<file path="config.mk">
export PLATFORM = sky130hd
export DESIGN_NAME = uart_rx_cfg
export DESIGN_NICKNAME = d
export VERILOG_FILES = /design/src/rtl/uart_rx_cfg_pkg.sv /design/src/rtl/uart_rx_sampler.sv /design/src/rtl/uart_rx_cfg.sv
export SDC_FILE = /design/constraint.sdc
export NUM_CORES = 1
export LEC_CHECK = 0
export CAP_MARGIN = 25
export CORE_MARGIN = 10
export CORE_UTILIZATION = 57
export DETAILED_ROUTE_END_ITERATION = 16
export DONT_BUFFER_PORTS = 1
export PLACE_DENSITY_LB_ADDON = 0.2
export SYNTH_ARGS = -nofsm -noshare
export SYNTH_HDL_FRONTEND = slang
export SYNTH_SLANG_ARGS = --single-unit
</file>
<file path="constraint.sdc">
create_clock -name clk -period 2.9 [get_ports clk]
set_input_delay 0.29 -clock clk [delete_from_list [all_inputs] [get_ports clk]]
set_output_delay 0.29 -clock clk [all_outputs]
set_load 0.02 [all_outputs]
</file>
<file path="src/rtl/uart_rx_cfg_pkg.sv">
// Shared types and constants for the configurable-frame UART receiver.
package uart_rx_cfg_pkg;

  typedef enum logic [2:0] {IDLE, START, DATA, PARITY, STOP} state_t;

  localparam logic [5:0] PRESCALE_MIN = 6'd8;
  localparam logic       EVEN         = 1'b0;
  localparam logic       ODD          = 1'b1;

  function automatic logic [5:0] eff_prescale(input logic [5:0] p);
    return (p < PRESCALE_MIN) ? PRESCALE_MIN : p;
  endfunction

endpackage

</file>
<file path="src/rtl/uart_rx_sampler.sv">
// RX synchroniser, per-bit edge/bit counters and majority-of-3 mid-bit voter.
module uart_rx_sampler #(
  parameter int unsigned SYNC_STAGES = 2
) (
  input  logic       clk,
  input  logic       reset,
  input  logic       rx_in,
  input  logic [5:0] prescale,
  input  logic       run,
  input  logic       clear,
  output logic       rx_s,
  output logic       voted_bit,
  output logic       sample_strobe,
  output logic       bit_done,
  output logic [3:0] bit_cnt
);

  logic [SYNC_STAGES-1:0] sync_q;
  logic [5:0]             edge_cnt;
  logic [5:0]             half;
  logic [2:0]             smp;

  assign half = {1'b0, prescale[5:1]};
  assign rx_s = sync_q[SYNC_STAGES-1];

  always_ff @(posedge clk or negedge reset) begin
    if (!reset) sync_q <= '1;
    else        sync_q <= {sync_q[SYNC_STAGES-2:0], rx_in};
  end

  assign bit_done      = run && (edge_cnt == prescale - 6'd1);
  assign sample_strobe = run && (edge_cnt == half + 6'd2);
  assign voted_bit     = (smp[0] & smp[1]) | (smp[0] & smp[2]) | (smp[1] & smp[2]);

  always_ff @(posedge clk or negedge reset) begin
    if (!reset) begin
      edge_cnt <= '0;
      bit_cnt  <= '0;
      smp      <= '0;
    end else if (clear) begin
      edge_cnt <= '0;
      bit_cnt  <= '0;
    end else if (run) begin
      if (bit_done) begin
        edge_cnt <= '0;
        bit_cnt  <= bit_cnt + 4'd1;
      end else begin
        edge_cnt <= edge_cnt + 6'd1;
      end
      if (edge_cnt == half - 6'd1) smp[0] <= rx_s;
      if (edge_cnt == half)        smp[1] <= rx_s;
      if (edge_cnt == half + 6'd1) smp[2] <= rx_s;
    end
  end

endmodule

</file>
<file path="src/rtl/uart_rx_cfg.sv">
// Configurable-frame UART receiver: frame FSM, shift register and valid/ready holding register.
module uart_rx_cfg
  import uart_rx_cfg_pkg::*;
#(
  parameter int unsigned DATA_WIDTH  = 8,
  parameter int unsigned SYNC_STAGES = 2
) (
  input  logic                  clk,
  input  logic                  reset,
  input  logic                  RX_IN,
  input  logic [5:0]            Prescale,
  input  logic                  PAR_EN,
  input  logic                  PAR_TYP,
  input  logic                  STOP2,
  input  logic                  data_ready,
  output logic [DATA_WIDTH-1:0] P_DATA,
  output logic                  data_valid,
  output logic                  parity_error,
  output logic                  framing_error,
  output logic                  overrun_error
);

  localparam logic [3:0] LAST_DATA = 4'(DATA_WIDTH);

  state_t                state, state_nxt;
  logic [5:0]            p_l;
  logic                  par_en_l, par_typ_l, stop2_l;
  logic [DATA_WIDTH-1:0] shreg;
  logic                  par_flag, frm_flag, stop_second;
  logic                  start_frame, frame_done, par_exp;
  logic                  rx_s, voted_bit, sample_strobe, bit_done;
  logic [3:0]            bit_cnt;

  uart_rx_sampler #(.SYNC_STAGES(SYNC_STAGES)) u_sampler (
    .clk           (clk),
    .reset         (reset),
    .rx_in         (RX_IN),
    .prescale      (p_l),
    .run           (state != IDLE),
    .clear         (start_frame),
    .rx_s          (rx_s),
    .voted_bit     (voted_bit),
    .sample_strobe (sample_strobe),
    .bit_done      (bit_done),
    .bit_cnt       (bit_cnt)
  );

  always_ff @(posedge clk or negedge reset) begin
    if (!reset) state <= IDLE;
    else        state <= state_nxt;
  end

  always_comb begin
    state_nxt   = state;
    start_frame = 1'b0;
    frame_done  = 1'b0;
    case (state)
      IDLE: if (!rx_s) begin
        state_nxt   = START;
        start_frame = 1'b1;
      end
      START: begin
        if (sample_strobe && voted_bit) state_nxt = IDLE;
        else if (bit_done)              state_nxt = DATA;
      end
      DATA: if (bit_done && bit_cnt == LAST_DATA) state_nxt = par_en_l ? PARITY : STOP;
      PARITY: if (bit_done) state_nxt = STOP;
      // completes mid-way through the last stop bit so a back-to-back start edge is seen
      STOP: if (sample_strobe && (!stop2_l || stop_second)) begin
        frame_done = 1'b1;
        state_nxt  = IDLE;
      end
      default: state_nxt = IDLE;
    endcase
  end

  always_comb begin
    par_exp = ^shreg;
    case (par_typ_l)
      EVEN: par_exp = ^shreg;
      ODD:  par_exp = ~^shreg;
    endcase
  end

  always_ff @(posedge clk or negedge reset) begin
    if (!reset) begin
      p_l         <= PRESCALE_MIN;
      par_en_l    <= 1'b0;
      par_typ_l   <= EVEN;
      stop2_l     <= 1'b0;
      shreg       <= '0;
      par_flag    <= 1'b0;
      frm_flag    <= 1'b0;
      stop_second <= 1'b0;
    end else if (start_frame) begin
      p_l         <= eff_prescale(Prescale);
      par_en_l    <= PAR_EN;
      par_typ_l   <= PAR_TYP;
      stop2_l     <= STOP2;
      par_flag    <= 1'b0;
      frm_flag    <= 1'b0;
      stop_second <= 1'b0;
    end else begin
      case (state)
        DATA:   if (sample_strobe) shreg <= {voted_bit, shreg[DATA_WIDTH-1:1]};
        PARITY: if (sample_strobe && (voted_bit != par_exp)) par_flag <= 1'b1;
        STOP: begin
          if (sample_strobe && !voted_bit) frm_flag <= 1'b1;
          if (bit_done) stop_second <= 1'b1;
        end
        default: ;
      endcase
    end
  end

  always_ff @(posedge clk or negedge reset) begin
    if (!reset) begin
      P_DATA        <= '0;
      data_valid    <= 1'b0;
      parity_error  <= 1'b0;
      framing_error <= 1'b0;
      overrun_error <= 1'b0;
    end else begin
      overrun_error <= 1'b0;
      if (frame_done && (!data_valid || data_ready)) begin
        P_DATA        <= shreg;
        parity_error  <= par_flag;
        framing_error <= frm_flag | ~voted_bit;
        data_valid    <= 1'b1;
      end else begin
        if (frame_done) overrun_error <= 1'b1;
        if (data_valid && data_ready) data_valid <= 1'b0;
      end
    end
  end

endmodule

</file>
==> run_results.csv <==
group,metric,value,unit
die,die-width,92.7,um
min_path,whs_path_depth,2,
finish,antenna_cells,0,
yosys,ys_types,60,
finish,utilization,63.8,%
finish,area.sequential,1250,um2
power,switchingPower,1.32,mW
global_route,grt_max_degree,51,
yosys,synth_flop_cell,"dfrtp_1",
power,p_int,1.83,mW
power,clockPowerShare,15.8,%
sta,finalSetupViolCount,0,
yosys,synth.cell_area,3010,um2
clock_tree,cts_setup_buffers,0,
die,coreArea,5110,um2
clock_tree,cts_tree,"built",
sta,maxSlewViolCount,0,
power,switching_share,42.0,%
setup_path,crit_slowest_cell,"or4b_1",
finish,nets,323,
setup_path,cp.depth,8,
routing,wirelength,6350,um
finish,final_cell_mix,"dfrtp_1 (47), nand2_1 (34), xnor2_1 (16), o21ai_0 (16), nor2_1 (15)",
setup_path,cp_common_cell,"buf_4",
setup_path,critPathCaptureType,"flop",
global_route,grt_pass1_vias,2185,
power,pwr-share-comb,50.1,%
placement,hpwl,4670,um
routing,drtIter0Drc,167,
setup_path,cp.arrival,2.91,ns
routing,post-route-drc-count,0,
setup_path,crit_path_max_incr_delay,0.54,ns
finish,multi_input_area,1630,um2
placement,portBuffers,0,
sta,fin_crit,2.71,ns
min_path,hp-class,"primary input to flop",
setup_path,critical_path_class,"flop to flop",
finish,final_layout_size_suffix_gt1_share,17.3,%
routing,routedWlPerCell,17.1,um
sta,setup_tns,0,ns
yosys,yosysWarnings,0,
finish,syn2layout_area_growth,8.36,%
yosys,ys_seq_area_share,41.7,%
die,fp-row-count,26,
setup_path,critPathBufInv,2,
finish,final_common_cell,"dfrtp_1",
setup_path,cp.required,3.10,ns
sta,fmax,0.370,GHz
routing,vias,2168,
setup_path,crit_fanout,10,
placement,gp_congestion,0.847,
routing,ant_nets,0,
power,sequentialPowerShare,34.0,%
die,initial_core_util,58.9,%
yosys,synthesis.nets,318,
setup_path,path_cells,"buf_4 -> ha_1 -> nand3b_1 -> a211oi_4 -> o211ai_4 -> or4b_1 -> buf_4 -> mux2_4",
clock_tree,cts_buffers,5,
setup_path,start_kind,"flop",
die,die-height,92.7,um
clock_tree,h-tree-depth,2,
routing,drt_pass1_iterations,5,
sta,slew_headroom,48.3,%
clock_tree,clock-sinks,50,
sta,min_period_over_period,93.3,%
clock_tree,cts-root-buf,"clkbuf_8",
sta,holdWs,0.0838,ns
global_route,grt_overflow_total,0,
global_route,grt_pass1_wl,11000,um
sta,rsz0062_at_grt,"false",
clock_tree,clk_pin_slew_worst_paths,0.09,ns
yosys,avgSynthCellArea,10.2,um2
flow_run,maxCapViolCount,0,
sta,skew,0.00637,ns
finish,fillers,421,
sta,hold_viol,0,
setup_path,reg2reg_slack,0.19,ns
clock_tree,clk_latency,0.31,ns
die,io_pins,25,
power,p_leak,1.47,nW
die,dieArea,8590,um2
power,ir_worst_vdd,0.744,mV
setup_path,critPathTopFamily,"simple AND/OR/NAND/NOR gates",
clock_tree,clockBufferDepth,2,
power,fin_total_pwr,3.15,mW
routing,viasPerCell,5.84,
power,powerDensity,967,nW/um2
global_route,grt_usage,15.7,%
yosys,synth_seq_cells,50,
yosys,synthCells,295,
yosys,synthArstFlopShare,100,%
run_status,status,"complete, no violations",
setup_path,reg2reg_depth,8,
clock_tree,cts-resized-gates,0,
yosys,synth_edf_count,0,
sta,worstMarginPinSlew,0.772,ns
global_route,antenna_found_initial,0,
==> repair_timing <==
action | CTS | global route
endpoints found under the setup margin | 0 | 0
hold buffers | 3 | 0
endpoints found under the hold margin | 51 | 0
==> metal layers <==
layer	vias up	routed length [um]	track usage, %
met3	8	345	3.71
met4	0	56	4.11
li1	1051	-	-
met5	-	0	0
met1	1059	2940	21.4
met2	50	3010	24.6
==> sequential cells by signal, summed over array words and instances, names as in the netlist, 2 cells and up <==
register,cells
u_sampler.edge_cnt,6
p_l,6
u_sampler.sync_q,2
P_DATA,8
state,3
u_sampler.smp,3
shreg,8
u_sampler.bit_cnt,4
==> power groups by stage <==
stage	registers [mW]	logic (mW)	clock network [mW]
2_1_floorplan	0.951	1.29	0
3_3_place_gp	1.08	1.52	0
3_5_place_dp	1.08	1.55	0
4_1_cts	1.07	1.58	0.510
5_1_grt	1.10	1.75	0.533
6_report	1.07	1.58	0.499
==> final cells by class <==
type                       instances  share of cell area, %
multi-input combinational        218                   50.0
sequential                        50                   38.5
timing repair buffer              15                   4.22
tap                               70                   2.69
clock buffer                       5                   2.11
clock inverter                     3                   1.34
inverter                          10                   1.15
==> path summary, 6_finish.rpt <==
path                                     startpoint                   end
worst max-delay path                         p_l[3]             P_DATA[0]
worst min-delay path                        PAR_TYP             par_typ_l
worst max register to register               p_l[3]             P_DATA[0]
worst min register to register  u_sampler.sync_q[0]   u_sampler.sync_q[1]
max in group asynchronous                     reset                p_l[3]
min in group asynchronous                     reset  u_sampler.bit_cnt[3]
==> logic make-up (layout without fill, tap and decap cells) <==
| logic type | Yosys count | after routing | synth area share, % |
|---|---|---|---|
| flip-flops | 50 | 50 | 41.7 |
| XOR/XNOR | 29 | 29 | 9.19 |
| adder cells (fa/ha/maj) | 11 | 11 | 4.49 |
| buffers and inverters | 27 | 33 | 4.12 |
| AND/OR/NAND/NOR | 102 | 102 | 17.7 |
| multiplexers | 22 | 22 | 9.44 |
| AO/OA/AOI/OAI | 54 | 54 | 13.4 |
==> metrics by stage <==
step	area (um2)	setup slack [ns]	std cells
2_1_floorplan	3010	0.107	295
3_3_place_gp	3100	0.248	360
3_5_place_dp	3100	0.200	360
4_1_cts	3260	0.196	371
5_1_grt	3260	0.0385	371
6_report	3260	0.195	371
==> synthesized netlist by cell type, types with 3 or more instances <==
| cell | count | area, um2 |
|---|---|---|
| inv_1 | 10 | 37.5 |
| xor2_1 | 11 | 96.3 |
| nor3_1 | 8 | 40.0 |
| nor2b_1 | 4 | 25.0 |
| mux2_4 | 10 | 150 |
| and3_1 | 3 | 18.8 |
| and2_1 | 3 | 18.8 |
| nand2_1 | 34 | 128 |
| dfrtp_1 | 47 | 1180 |
| o211ai_1 | 5 | 37.5 |
| nand3_1 | 11 | 55.1 |
| buf_2 | 6 | 30.0 |
| ha_1 | 10 | 125 |
| nor2_1 | 15 | 56.3 |
| nand4_1 | 3 | 18.8 |
| or3_1 | 3 | 18.8 |
| a21oi_1 | 4 | 20.0 |
| o311ai_0 | 3 | 26.3 |
| clkbuf_1 | 8 | 30.0 |
| o21ai_0 | 16 | 80.1 |
| nand2b_1 | 6 | 37.5 |
| a31oi_1 | 3 | 18.8 |
| dfstp_2 | 3 | 78.8 |
| a21boi_0 | 3 | 22.5 |
| mux2_2 | 11 | 124 |
| xnor2_1 | 16 | 140 |
No activity file was read; power rests on OpenSTA's default activity.
